`config.mk`:
```
export PLATFORM = sky130hd
export DESIGN_NAME = mux_scan_capture_flat
export DESIGN_NICKNAME = d
export VERILOG_FILES = /design/src/rtl/mux_scan_capture_if.sv /design/src/rtl/mux_scan_capture.sv /design/src/flat_wrapper.sv
export SDC_FILE = /design/constraint.sdc
export NUM_CORES = 1
export LEC_CHECK = 0
export BUFFER_PORTS_ARGS = -buffer_cell sky130_fd_sc_hd__buf_2
export CAP_MARGIN = 25
export CORE_MARGIN = 4
export CORE_UTILIZATION = 50
export CTS_BUF_LIST = sky130_fd_sc_hd__clkbuf_4
export DETAILED_ROUTE_END_ITERATION = 10
export PLACE_DENSITY = 0.85
export SLEW_MARGIN = 20
export SYNTH_ARGS = -nofsm -noshare
export SYNTH_HDL_FRONTEND = slang
export SYNTH_SLANG_ARGS = --single-unit
```
`constraint.sdc`:
```
create_clock -name i_clk -period 1.4 [get_ports i_clk]
set_input_delay 0.07 -clock i_clk [delete_from_list [all_inputs] [get_ports i_clk]]
set_output_delay 0.07 -clock i_clk [all_outputs]
set_load 0.005 [all_outputs]
```
`src/rtl/mux_scan_capture_if.sv`:
```
// Handshake and mux-select bundle between the scan/capture stage and its mux and consumer.
// The slave side is the capture block; the master side is the mux model and the consumer.
interface mux_scan_capture_if #(
    parameter int unsigned SEL_W = 2
) ();
    localparam int unsigned WIDTH = 2 ** SEL_W;

    logic             start;
    logic             y;
    logic [SEL_W-1:0] sel;
    logic             busy;
    logic [WIDTH-1:0] word;
    logic             valid;
    logic             ready;

    modport slave (
        input  start, y, ready,
        output sel, busy, word, valid
    );

    modport master (
        output start, y, ready,
        input  sel, busy, word, valid
    );
endinterface

```
`src/rtl/mux_scan_capture.sv`:
```
// Steps the mux select through 0..WIDTH-1 and samples y once per value.
// The assembled word is offered to the consumer over a valid/ready handshake.
module mux_scan_capture #(
    parameter int unsigned SEL_W      = 2,
    parameter int unsigned SETTLE_CYC = 1
) (
    input  logic              i_clk,
    input  logic              i_rst,
    mux_scan_capture_if.slave io_bus
);
    localparam int unsigned WIDTH = 2 ** SEL_W;
    localparam int unsigned CNT_W = (SETTLE_CYC > 0) ? $clog2(SETTLE_CYC + 1) : 1;
    localparam logic [SEL_W-1:0] SEL_LAST = SEL_W'(WIDTH - 1);
    localparam logic [CNT_W-1:0] CNT_INIT = CNT_W'(SETTLE_CYC);

    typedef enum logic [1:0] {StIdle, StScan, StHold} state_e;

    state_e           r_state, w_state;
    logic [SEL_W-1:0] r_sel, w_sel;
    logic [CNT_W-1:0] r_cnt, w_cnt;
    logic [WIDTH-1:0] r_asm, w_asm;
    logic [WIDTH-1:0] r_word, w_word;
    logic             r_busy, w_busy;
    logic             r_valid, w_valid;

    always_ff @(posedge i_clk) begin
        if (i_rst) begin
            r_state <= StIdle;
            r_sel   <= '0;
            r_cnt   <= '0;
            r_asm   <= '0;
            r_word  <= '0;
            r_busy  <= 1'b0;
            r_valid <= 1'b0;
        end else begin
            r_state <= w_state;
            r_sel   <= w_sel;
            r_cnt   <= w_cnt;
            r_asm   <= w_asm;
            r_word  <= w_word;
            r_busy  <= w_busy;
            r_valid <= w_valid;
        end
    end

    always_comb begin
        w_state = r_state;
        w_sel   = r_sel;
        w_cnt   = r_cnt;
        w_asm   = r_asm;
        w_word  = r_word;
        unique case (r_state)
            StIdle: begin
                w_sel = '0;
                if (io_bus.start) begin
                    w_state = StScan;
                    w_cnt   = CNT_INIT;
                    w_asm   = '0;
                end
            end
            StScan: begin
                if (r_cnt != '0) begin
                    w_cnt = r_cnt - 1'b1;
                end else begin
                    w_asm[r_sel] = io_bus.y;
                    if (r_sel == SEL_LAST) begin
                        // Word is published whole, including the bit sampled on this edge.
                        w_word  = w_asm;
                        w_sel   = '0;
                        w_state = StHold;
                    end else begin
                        w_sel = r_sel + 1'b1;
                        w_cnt = CNT_INIT;
                    end
                end
            end
            StHold: begin
                w_sel = '0;
                if (io_bus.ready) begin
                    if (io_bus.start) begin
                        w_state = StScan;
                        w_cnt   = CNT_INIT;
                        w_asm   = '0;
                    end else begin
                        w_state = StIdle;
                    end
                end
            end
            default: begin
                w_state = StIdle;
                w_sel   = '0;
            end
        endcase
        w_busy  = (w_state == StScan);
        w_valid = (w_state == StHold);
    end

    assign io_bus.sel   = r_sel;
    assign io_bus.busy  = r_busy;
    assign io_bus.word  = r_word;
    assign io_bus.valid = r_valid;
endmodule
```
`src/flat_wrapper.sv`:
```
// flat-port wrapper written by rule: the top's interface ports become plain ports
module mux_scan_capture_flat 
#(
    parameter int unsigned SEL_W      = 2,
    parameter int unsigned SETTLE_CYC = 1
)
  (i_clk, i_rst, io_bus_start, io_bus_y, io_bus_ready, io_bus_sel, io_bus_busy, io_bus_word, io_bus_valid);
  mux_scan_capture_if #(.SEL_W(SEL_W)) io_bus_i ();
  input  logic i_clk;
  input  logic i_rst;
  input wire logic [$bits(io_bus_i.start)-1:0] io_bus_start;
  input wire logic [$bits(io_bus_i.y)-1:0] io_bus_y;
  input wire logic [$bits(io_bus_i.ready)-1:0] io_bus_ready;
  output wire logic [$bits(io_bus_i.sel)-1:0] io_bus_sel;
  output wire logic [$bits(io_bus_i.busy)-1:0] io_bus_busy;
  output wire logic [$bits(io_bus_i.word)-1:0] io_bus_word;
  output wire logic [$bits(io_bus_i.valid)-1:0] io_bus_valid;
  assign io_bus_i.start = io_bus_start;
  assign io_bus_i.y = io_bus_y;
  assign io_bus_i.ready = io_bus_ready;
  assign io_bus_sel = io_bus_i.sel;
  assign io_bus_busy = io_bus_i.busy;
  assign io_bus_word = io_bus_i.word;
  assign io_bus_valid = io_bus_i.valid;
  mux_scan_capture #(.SEL_W(SEL_W), .SETTLE_CYC(SETTLE_CYC)) u_core (.i_clk(i_clk), .i_rst(i_rst), .io_bus(io_bus_i));
endmodule
```
==> metrics.csv, run 1 <==
stage,metric,value,unit
run,drv_cap,0,
clock_tree,cts_tree,done,
yosys,synth_edf_count,0,
yosys,synthDistinctLibCells,25,
power,powerDensity,870,nW/µm²
floorplan,floorplan.initialDensity,53.1,%
worst_hold_path,holdCritPathClass,in -> reg,
clock_tree,clock_latency,0.28,ns
global_routing,grt_pass1_wl,2020,µm
setup_path,worstPathMaxFanout,6,
clock_tree,clkTransAtPathRegs,0.08,ns
floorplan,dieArea,2040,µm²
yosys,syn-instance-count,67,
timing,fin_hold_ws,0.0815,ns
yosys,synth_top_area_cell,dfxtp_1,
clock_tree,clockBufferDepth,2,
detailed_routing,wl,1400,µm
timing,slew_headroom,77.9,%
yosys,yosysSeqAreaShare,40.6,%
finish,drive_above_1_share,40.9,%
global_routing,grt_pass1_vias,485,
clock_tree,cts_made_buffers,3,
yosys,synthFlopType,dfxtp_1,
global_routing,antenna_found_initial,0,
timing,worst_slew_pin_slew,0.331,ns
yosys,ys_warn_count,0,
power,peakVddDrop,722,µV
timing,drv_slew,0,
clock_tree,h-tree-depth,1,
detailed_routing,first_pass_iters,5,
setup_path,startpoint_type,flop,
floorplan,num_rows,13,
finish,fin_nets,99,
finish,final_util,65.4,%
yosys,synth.avg_cell_area,10.3,µm²
setup_path,crit_arrival,1.51,ns
floorplan,die_y,45.2,µm
finish,n_antenna_cell,0,
place,io_buffers,12,
yosys,ys_top_cells_by_area,"dfxtp_1 (41%), ha_1 (7.2%), a21oi_1 (5.8%), a211oi_2 (5.4%), a221o_1 (4.3%)",
detailed_routing,route.antenna.remaining_nets,0,
detailed_routing,vias_per_cell,5.25,
yosys,async_reset_ff_share,0,%
timing,finalClockSkew,0.00407,ns
setup_path,critPathCaptureType,flop,
timing,finalSetupViolCount,0,
clock_tree,cts_root_buf,clkbuf_4,
timing,max_freq,0.756,GHz
setup_path,required,1.59,ns
detailed_routing,drc_errors,0,
clock_tree,cts_hold_buf,0,
detailed_routing,num_vias,541,
clock_tree,clock_sink_count,14,
floorplan,coreArea,1300,µm²
timing,period_share,94.4,%
timing,setup-tns-final,0,ns
setup_path,worst-setup-path-type,reg -> reg,
timing,timing_hold_violations_final,0,
floorplan,fp.dieW,45.2,µm
timing,finalCriticalPeriod,1.32,ns
power,power_leakage,0.382,nW
place,gp_congestion,0.771,
yosys,netlist_area,691,µm²
detailed_routing,wire_per_inst,13.5,µm
floorplan,io_pins,13,
global_routing,grtUsageTotal,14.2,%
global_routing,grt_max_degree,10,
finish,area_growth_syn_to_layout,23.2,%
power,finalPower,0.740,mW
yosys,yosysTopAreaCellShare,40.6,%
yosys,synth-seq-cells,14,
finish,stdcell_count,103,
global_routing,grt-ovfl-total,0,
status,outcome,"complete, no violations",
yosys,synth_nets,76,
detailed_routing,drt_first_iter_violations,11,
place,dpl.hpwl,923,µm
place,dp_cells,97,
## synthesized netlist by cell type (2+ instances only)
| master | count |
|---|---|
| a21oi_1 | 8 |
| nor2_1 | 4 |
| nor3_1 | 3 |
| mux2i_1 | 2 |
| a211oi_2 | 3 |
| nor2b_1 | 3 |
| nand2b_1 | 2 |
| inv_1 | 4 |
| ha_1 | 4 |
| a221o_1 | 3 |
| dfxtp_1 | 14 |
| and3_1 | 3 |
| nor2_2 | 2 |
## sequential cells by signal (all words and copies together) (netlist names)
signal	flops
u_core.io_bus.word	4
u_core.io_bus.sel	2
u_core.io_bus.valid	1
u_core.r_cnt	1
u_core.io_bus.busy	1
u_core.r_state	2
u_core.r_asm	3
## routing by layer
layer / part of all wire [%] / vias to the layer above / global-route usage [%]
met5: 0 / - / 0
met4: 2.1 / 0 / 8.77
met3: 5.1 / 4 / 6.77
met2: 51 / 11 / 21.2
met1: 42 / 240 / 16.3
li1: - / 286 / -
## through the flow
| step | worst slack [ns] | cell area, µm² |
|---|---|---|
| floorplan | 0.0421 | 691 |
| global placement | 0.0861 | 792 |
| detailed placement | 0.0150 | 792 |
| CTS | 0.00268 | 830 |
| global route | -0.0289 | 851 |
| finish | 0.0780 | 851 |
## area by class of cell
class                      instances  area (µm²)
fill                             108         450
multi-input combinational         46         388
sequential                        14         282
timing repair buffer              21         125
clock buffer                       3        22.5
tap                               15        18.8
inverter                           4        15.0
## logic make-up (layout without fill, tap and decap cells)
kind of cell    count (synthesis)  in the layout  synth area share, %
simple gates                   23             23                 22.6
compound gates                 17             17                 21.2
flops                          14             14                 40.6
buf+inv                         7             28                 5.43
fa+ha+maj                       4              4                 7.25
mux                             2              2                 2.90
## timing repair
action,CTS,global route
buffers inserted,2,0
gates cloned,0,1
endpoints found under the hold margin,0,0
resized for setup,0,4
pin swaps,0,1
setup endpoints to repair,2,6
## critical path: stages, from the launching register on
cell	delay (ns)
dfxtp_1	0.44
nor4bb_4	0.34
buf_4	0.18
nor2_1	0.06
a211oi_2	0.22
## power by group
group,switching (mW),internal [mW]
clock network,0.123,0.0998
logic,0.0473,0.0452
registers,0.0152,0.410
total,0.186,0.555
## placed cells by master, fill, tap and decap left out, types with 4 or more instances in the layout
cell type  synthesis  routed
dfxtp_1           14      13
a21oi_1            8       8
buf_4              1       8
ha_1               4       4
inv_1              4       4
buf_2              0      13
nor2_1             4       4
## path summary, 6_finish.rpt
check / startpoint / to / slack, ns / cells past startpoint
setup / recovery: u_core.r_state[0] / u_core.io_bus.word[2] / 0.08 / 4
hold / removal: i_rst / u_core.r_state[0] / 0.08 / 2
setup reg to reg: u_core.r_state[0] / u_core.io_bus.word[2] / 0.08 / 4
hold reg to reg: u_core.io_bus.word[3] / u_core.io_bus.word[3] / 0.48 / 2
Power figures use the tool's default switching activity.
==> run 2: changes to the inputs <==
--- a/config.mk
+++ b/config.mk
@@ -8,10 +8,10 @@
 export BUFFER_PORTS_ARGS = -buffer_cell sky130_fd_sc_hd__buf_2
 export CAP_MARGIN = 25
 export CORE_MARGIN = 4
-export CORE_UTILIZATION = 50
+export CORE_UTILIZATION = 30
 export CTS_BUF_LIST = sky130_fd_sc_hd__clkbuf_4
 export DETAILED_ROUTE_END_ITERATION = 10
-export PLACE_DENSITY = 0.85
+export PLACE_DENSITY = 0.59
 export SLEW_MARGIN = 20
 export SYNTH_ARGS = -nofsm -noshare
 export SYNTH_HDL_FRONTEND = slang
==> run 2 against run 1 <==
  * Non-clock buffer count is 1 lower
  * First-iteration DRC count shrank 9.1%
  * Critical path type unchanged
  * Clock-buffer cell count is the same
  * Cell count increased by 13%
  * Register-to-register slack improved by 0.02 ns
  * Critical path depth up 1
  * Global-route usage fell by 6.0 points
  * Sequential share of layout area fell by 0.24 points
==> metrics.csv, run 2 (same netlist as run 1, synthesis figures left out) <==
stage,metric,value,unit,change
status,outcome,"complete, no violations",,
setup_path,reg2reg_depth,5,,+1
setup_path,crit_arrival,1.50,ns,about the same
power,peakVddDrop,532,µV,-26%
detailed_routing,wl,1240,µm,-11%
finish,drive_above_1_share,39.8,%,-1.1 points
place,placed_area,808,µm²,+2.1%
timing,drv_slew,0,,unchanged
setup_path,crit_path_max_incr_delay,0.36,ns,-0.08 ns
clock_tree,clkTransAtPathRegs,0.09,ns,about the same
timing,setup-tns-final,0,ns,unchanged
place,dp_cells,110,,+13%
floorplan,coreArea,2210,µm²,+70%
finish,post-route-cell-area,857,µm²,+0.74%
finish,fin_nets,98,,-1.0%
global_routing,grt_max_degree,10,,unchanged
worst_hold_path,holdCritPathClass,in -> reg,,
floorplan,die_y,56.0,µm,+24%
timing,finalCriticalPeriod,1.30,ns,-0.0171 ns
clock_tree,h-tree-depth,1,,unchanged
clock_tree,clock_latency,0.27,ns,about the same
finish,area_growth_syn_to_layout,24.1,%,
clock_tree,cts_made_buffers,3,,unchanged
global_routing,grt_pass1_vias,462,,-4.7%
power,powerDensity,863,nW/µm²,-0.77%
finish,n_antenna_cell,0,,unchanged
worst_hold_path,whs_path_depth,3,,+1
floorplan,io_pins,13,,unchanged
clock_tree,cts_tree,done,,
detailed_routing,drc_errors,0,,unchanged
floorplan,dieArea,3130,µm²,+54%
detailed_routing,drt_first_iter_violations,10,,-1
setup_path,crit_chain,ha_1 -> nor4bb_2 -> buf_4 -> nor2_1 -> a211oi_2,,
power,power_leakage,0.377,nW,-1.4%
global_routing,grtUsageTotal,8.21,%,-6.0 points
global_routing,grt-ovfl-total,0,,unchanged
place,io_buffers,12,,unchanged
detailed_routing,wire_per_inst,10.6,µm,-21%
setup_path,required,1.59,ns,about the same
setup_path,cp.depth,5,,+1
setup_path,cp_slowest_cell,dfxtp_2,,
setup_path,worstPathMaxFanout,8,,+2
setup_path,startpoint_type,flop,,
floorplan,fp.dieW,56.0,µm,+24%
finish,most-common-layout-cells,"dfxtp_1 (13), buf_2 (12), a21oi_1 (8), buf_4 (8)",,
clock_tree,clockBufferDepth,2,,unchanged
finish,largest_register_ffs,4,,unchanged
place,gp_congestion,0.765,,-0.78%
finish,final_common_cell,dfxtp_1,,
timing,timing_hold_violations_final,0,,unchanged
setup_path,crit_buf_inv,1,,unchanged
timing,finalClockSkew,0.00803,ns,+0.00396 ns
run,drv_cap,0,,unchanged
clock_tree,cts_hold_buf,0,,unchanged
setup_path,regToRegSetupSlack,0.1,ns,+0.02 ns
global_routing,grt_pass1_wl,2040,µm,+1.0%
detailed_routing,vias_per_cell,4.55,,-13%
timing,slew_headroom,77.8,%,-0.090 points
timing,max_freq,0.766,GHz,+1.3%
finish,final_util,38.7,%,-27 points
timing,worst_slew_pin_slew,0.332,ns,+0.000406 ns
finish,stdcell_count,116,,+13%
detailed_routing,num_vias,528,,-2.4%
global_routing,antenna_found_initial,0,,unchanged
detailed_routing,first_pass_iters,4,,-1
detailed_routing,route.antenna.remaining_nets,0,,unchanged
timing,fin_hold_ws,0.0879,ns,+0.00645 ns
setup_path,worst-setup-path-type,reg -> reg,,
setup_path,crit_family,flip-flops,,
setup_path,critPathCaptureType,flop,,
floorplan,floorplan.initialDensity,31.2,%,-22 points
clock_tree,clock_sink_count,14,,unchanged
place,dpl.hpwl,957,µm,+3.7%
clock_tree,cts_root_buf,clkbuf_4,,
timing,period_share,93.2,%,-1.2 points
timing,finalSetupViolCount,0,,unchanged
floorplan,num_rows,17,,+4
==> run 2: cell count changes in the layout (fill, tap and decap cells not counted) <==
cell      delta
nor4bb_4     -1
nor4bb_2     +1
buf_2        -1
clkinv_1     +1
==> run 2: stage by stage <==
step           power [mW]  setup slack, ns
4_1_cts             0.754           0.0157
3_5_place_dp        0.522           0.0547
5_1_grt             0.789        -0.000871
6_report            0.740           0.0951
2_1_floorplan       0.493           0.0421
3_3_place_gp        0.521           0.0828
==> run 2: timing repair <==
item / in CTS / in global routing
buffers inserted: 0 / 2
setup endpoints to repair: 0 / 6
endpoints found under the hold margin: 0 / 0
resized for setup: 0 / 2
==> run 2: cell type report <==
type / instances / area (µm²)
clock buffer: 3 / 22.5
clock inverter: 1 / 3.75
fill: 235 / 1360
inverter: 4 / 15.0
multi-input combinational: 46 / 379
sequential: 14 / 282
tap: 28 / 35.0
timing repair buffer: 20 / 120
==> run 2: worst reg2reg max path, stage by stage (launching register included) <==
cell and delay [ns]:
dfxtp_2 0.36, ha_1 0.16, nor4bb_2 0.27, buf_4 0.19, nor2_1 0.06, a211oi_2 0.18
==> run 2: final timing paths <==
check / start / to
setup / recovery: u_core.io_bus.sel[0] / u_core.io_bus.word[2]
hold / removal: io_bus_y / u_core.io_bus.word[3]
hold reg to reg: u_core.io_bus.word[3] / u_core.io_bus.word[3]
setup reg to reg: u_core.io_bus.sel[0] / u_core.io_bus.word[2]
==> run 2: metal layers <==
metal,share of wire (%),global-route usage (%)
met1,49,10.6
met2,46,12.0
met3,4.0,4.18
met4,1.1,2.03
met5,0,0
==> run 2: power breakdown <==
| group | internal, mW | leakage (nW) | switching, mW | total [mW] |
|---|---|---|---|---|
| logic | 0.0441 | 0.247 | 0.0470 | 0.0911 |
| clock network | 0.103 | 0.0154 | 0.123 | 0.226 |
| registers | 0.410 | 0.114 | 0.0129 | 0.423 |
==> run 3: changes to the inputs <==
--- a/config.mk
+++ b/config.mk
@@ -5,13 +5,14 @@
 export SDC_FILE = /design/constraint.sdc
 export NUM_CORES = 1
 export LEC_CHECK = 0
+export ABC_AREA = 1
 export BUFFER_PORTS_ARGS = -buffer_cell sky130_fd_sc_hd__buf_2
 export CAP_MARGIN = 25
 export CORE_MARGIN = 4
 export CORE_UTILIZATION = 30
 export CTS_BUF_LIST = sky130_fd_sc_hd__clkbuf_4
 export DETAILED_ROUTE_END_ITERATION = 10
-export PLACE_DENSITY = 0.59
+export PLACE_DENSITY = 0.57
 export SLEW_MARGIN = 20
 export SYNTH_ARGS = -nofsm -noshare
 export SYNTH_HDL_FRONTEND = slang
==> constraint.sdc (replaced) <==
create_clock -name i_clk -period 1.3 [get_ports i_clk]
set_input_delay 0.065 -clock i_clk [delete_from_list [all_inputs] [get_ports i_clk]]
set_output_delay 0.065 -clock i_clk [all_outputs]
set_load 0.005 [all_outputs]
==> run 3 against run 2 <==
  * Clock skew is 0.0027 ns lower
  * Setup slack better by 0.060 ns
  * Sequential power increased by 15%
  * Global-route usage rose by 1.7 points
  * Utilization shrank 1.5 points
  * Synthesized cell count up 36%
  * Routed wire length up 14%
  * Die area fell by 0.46%
  * Synthesized area decreased by 0.54%
  * Sequential share of layout area increased by 4.2 points
  * Cell area fell by 4.7%
  * Critical path type unchanged
  * Largest power group unchanged
==> metrics.csv, run 3 <==
stage,metric,value,unit,change
setup_path,crit_path_max_incr_delay,0.37,ns,about the same
clock_tree,cts_root_buf,clkbuf_4,,
yosys,async_reset_ff_share,0,%,unchanged
setup_path,required,1.52,ns,-0.07 ns
timing,timing_hold_violations_final,0,,unchanged
timing,worst_slew_pin_slew,0.267,ns,-0.0641 ns
power,finalPower,0.855,mW,+16%
detailed_routing,drt_first_iter_violations,6,,-4
floorplan,coreArea,2190,µm²,-0.96%
finish,area_growth_syn_to_layout,18.9,%,
floorplan,die_y,55.9,µm,-0.23%
timing,setup-tns-final,0,ns,unchanged
setup_path,crit_arrival,1.37,ns,-0.13 ns
yosys,synth_nets,100,,+32%
yosys,yosysMostFrequentCell,nand2_1,,
detailed_routing,wl,1410,µm,+14%
worst_hold_path,whs_path_depth,2,,-1
global_routing,grt_use_met2,16.0,%,+4.0 points
finish,n_antenna_cell,0,,unchanged
yosys,yosysTopAreaCellShare,43.7,%,+3.1 points
detailed_routing,first_pass_iters,4,,unchanged
clock_tree,h-tree-depth,1,,unchanged
yosys,synth_top_area_cell,dfxtp_1,,
setup_path,worst-setup-path-type,reg -> reg,,
floorplan,dieArea,3120,µm²,-0.46%
place,gp_congestion,0.714,,-6.7%
setup_path,cp.depth,5,,unchanged
setup_path,crit_buf_inv,1,,unchanged
yosys,netlist_area,687,µm²,-0.54%
yosys,synthTopCellsByCount,"nand2_1 (31), dfxtp_1 (15), a21oi_1 (12)",,
floorplan,num_rows,17,,unchanged
clock_tree,clockBufferDepth,2,,unchanged
yosys,synth_edf_count,0,,unchanged
yosys,syn-instance-count,91,,+36%
detailed_routing,num_vias,592,,+12%
setup_path,cp_slowest_cell,dfxtp_2,,
global_routing,top_usage_layer,met2,,
finish,final_common_cell,nand2_1,,
global_routing,grt_pass1_vias,574,,+24%
global_routing,grt_pass1_wl,2450,µm,+20%
clock_tree,cts_tree,done,,
timing,finalSetupViolCount,0,,unchanged
yosys,synthDistinctLibCells,15,,-40%
floorplan,io_pins,13,,unchanged
setup_path,startpoint_type,flop,,
finish,fin_nets,117,,+19%
global_routing,grtUsageMet1,12.2,%,+1.5 points
global_routing,met3_usage,1.39,%,-2.8 points
clock_tree,clkTransAtPathRegs,0.09,ns,about the same
timing,finalClockSkew,0.00529,ns,-0.00274 ns
finish,drive_above_1_share,27.1,%,-13 points
power,peakVddDrop,366,µV,-31%
yosys,ys_top_cells_by_area,"dfxtp_1 (44%), nand2_1 (17%), a21oi_1 (8.7%), ha_1 (7.3%), inv_1 (5.5%)",,
global_routing,grtUsageTotal,9.87,%,+1.7 points
timing,slew_headroom,82.0,%,+4.2 points
finish,fillCellCount,238,,+1.3%
global_routing,grt_max_degree,11,,+1
run,drv_cap,0,,unchanged
setup_path,reg2reg_depth,5,,unchanged
worst_hold_path,hold_path.startpoint,i_rst,,
place,dpl.hpwl,1080,µm,+13%
place,dp_cells,131,,+19%
timing,rsz0062_at_grt,no,,
clock_tree,cts_hold_buf,0,,unchanged
setup_path,crit_chain,inv_1 -> ha_1 -> o21ai_0 -> nand2_1 -> a21oi_2,,
detailed_routing,drc_errors,0,,unchanged
power,power_leakage,0.342,nW,-9.3%
timing,max_freq,0.873,GHz,+14%
clock_tree,cts_made_buffers,3,,unchanged
yosys,ys_warn_count,0,,unchanged
setup_path,startpoint,u_core.io_bus.sel[1],,
detailed_routing,vias_per_cell,4.39,,-3.7%
setup_path,critPathCaptureType,flop,,
yosys,synthFlopType,dfxtp_1,,
timing,drv_slew,0,,unchanged
detailed_routing,route.antenna.remaining_nets,0,,unchanged
power,powerDensity,1050,nW/µm²,+21%
finish,most-common-layout-cells,"nand2_1 (31), dfxtp_1 (13), a21oi_1 (12), buf_2 (12), inv_1 (9)",,
floorplan,fp.dieW,55.9,µm,-0.23%
global_routing,grt-ovfl-total,0,,unchanged
setup_path,worstPathMaxFanout,5,,-3
finish,stdcell_count,135,,+16%
detailed_routing,wire_per_inst,10.4,µm,-2.0%
yosys,yosysSeqAreaShare,43.7,%,+3.1 points
global_routing,antenna_found_initial,0,,unchanged
timing,finalCriticalPeriod,1.14,ns,-0.160 ns
status,outcome,"complete, no violations",,
clock_tree,clock_latency,0.28,ns,about the same
setup_path,crit_family,flip-flops,,
worst_hold_path,holdCritPathClass,in -> reg,,
clock_tree,clock_sink_count,15,,+1
yosys,synth.avg_cell_area,7.55,µm²,-27%
timing,period_share,88.1,%,-5.1 points
place,io_buffers,12,,unchanged
yosys,synth-seq-cells,15,,+1
floorplan,floorplan.initialDensity,31.4,%,+0.13 points
setup_path,worstReg2RegStart,u_core.io_bus.sel[1],,
-- run 3: cell count changes after synthesis, sizes merged, moves of 3 or more --
| cell | previous run | this run |
|---|---|---|
| nand2 | 1 | 33 |
| inv | 4 | 12 |
| a21oi | 8 | 15 |
| nor2 | 6 | 1 |
| o21ai | 0 | 5 |
| a221o | 3 | 0 |
| and3 | 3 | 0 |
| nand2b | 3 | 0 |
| nor2b | 3 | 0 |
| nor3 | 3 | 0 |
-- run 3: timing repair --
action,CTS,global route
setup buffers,0,0
gates resized for setup,0,5
setup endpoints to repair,0,8
-- run 3: cells by family (layout without fill, tap and decap cells) --
kind of cell             Yosys count  count (layout)  synth area share (%)
buffers and inverters             13              29                  7.29
adder cells (fa/ha/maj)            4               4                  7.29
AND/OR/NAND/NOR                   38              38                  24.4
AO/OA/AOI/OAI                     21              21                  17.3
flip-flops                        15              15                  43.7
-- run 3: area by class of cell --
class                      instances  area, µm²  share of cell area (%)
multi-input combinational         63        337                    41.2
inverter                          12       45.0                    5.51
sequential                        15        303                    37.1
timing repair buffer              13       67.6                    8.27
clock buffer                       4       30.0                    3.68
tap                               28       35.0                    4.29
-- run 3: worst register-to-register path: cells and delay by family, from the launching register on --
family	cells	cell delay [ns]
buf+inv	1	0.07
compound gates	2	0.37
flops	1	0.37
simple gates	1	0.10
fa+ha+maj	1	0.19
-- run 3: stage by stage --
stage / util (%) / instance area (µm²) / hold slack (ns) / setup slack (ns)
2_1_floorplan: - / 687 / 0.252 / 0.174
3_3_place_gp: 35.8 / 785 / 0.373 / 0.0988
3_5_place_dp: 35.8 / 785 / 0.383 / 0.0736
4_1_cts: 37.2 / 815 / 0.0668 / 0.0605
5_1_grt: 37.3 / 817 / 0.0741 / 0.0375
6_report: 37.3 / 817 / 0.0720 / 0.155
-- run 3: routing by layer --
| metal | up-vias | part of all wire [%] |
|---|---|---|
| li1 | 324 | - |
| met1 | 254 | 50 |
| met2 | 10 | 46 |
| met3 | 4 | 1.9 |
| met4 | 0 | 2.4 |
| met5 | - | 0 |
-- run 3: final timing paths --
kind	endpoint	slack [ns]
worst max-delay path	u_core.r_asm[1]	0.16
worst min-delay path	u_core.r_asm[0]	0.07
worst max register to register	u_core.r_asm[1]	0.16
worst min register to register	u_core.io_bus.word[2]	0.46
-- run 3: power breakdown --
| part | switching, mW | internal, mW |
|---|---|---|
| clock | 0.150 | 0.140 |
| sequential | 0.0131 | 0.472 |
| combinational | 0.0513 | 0.0294 |
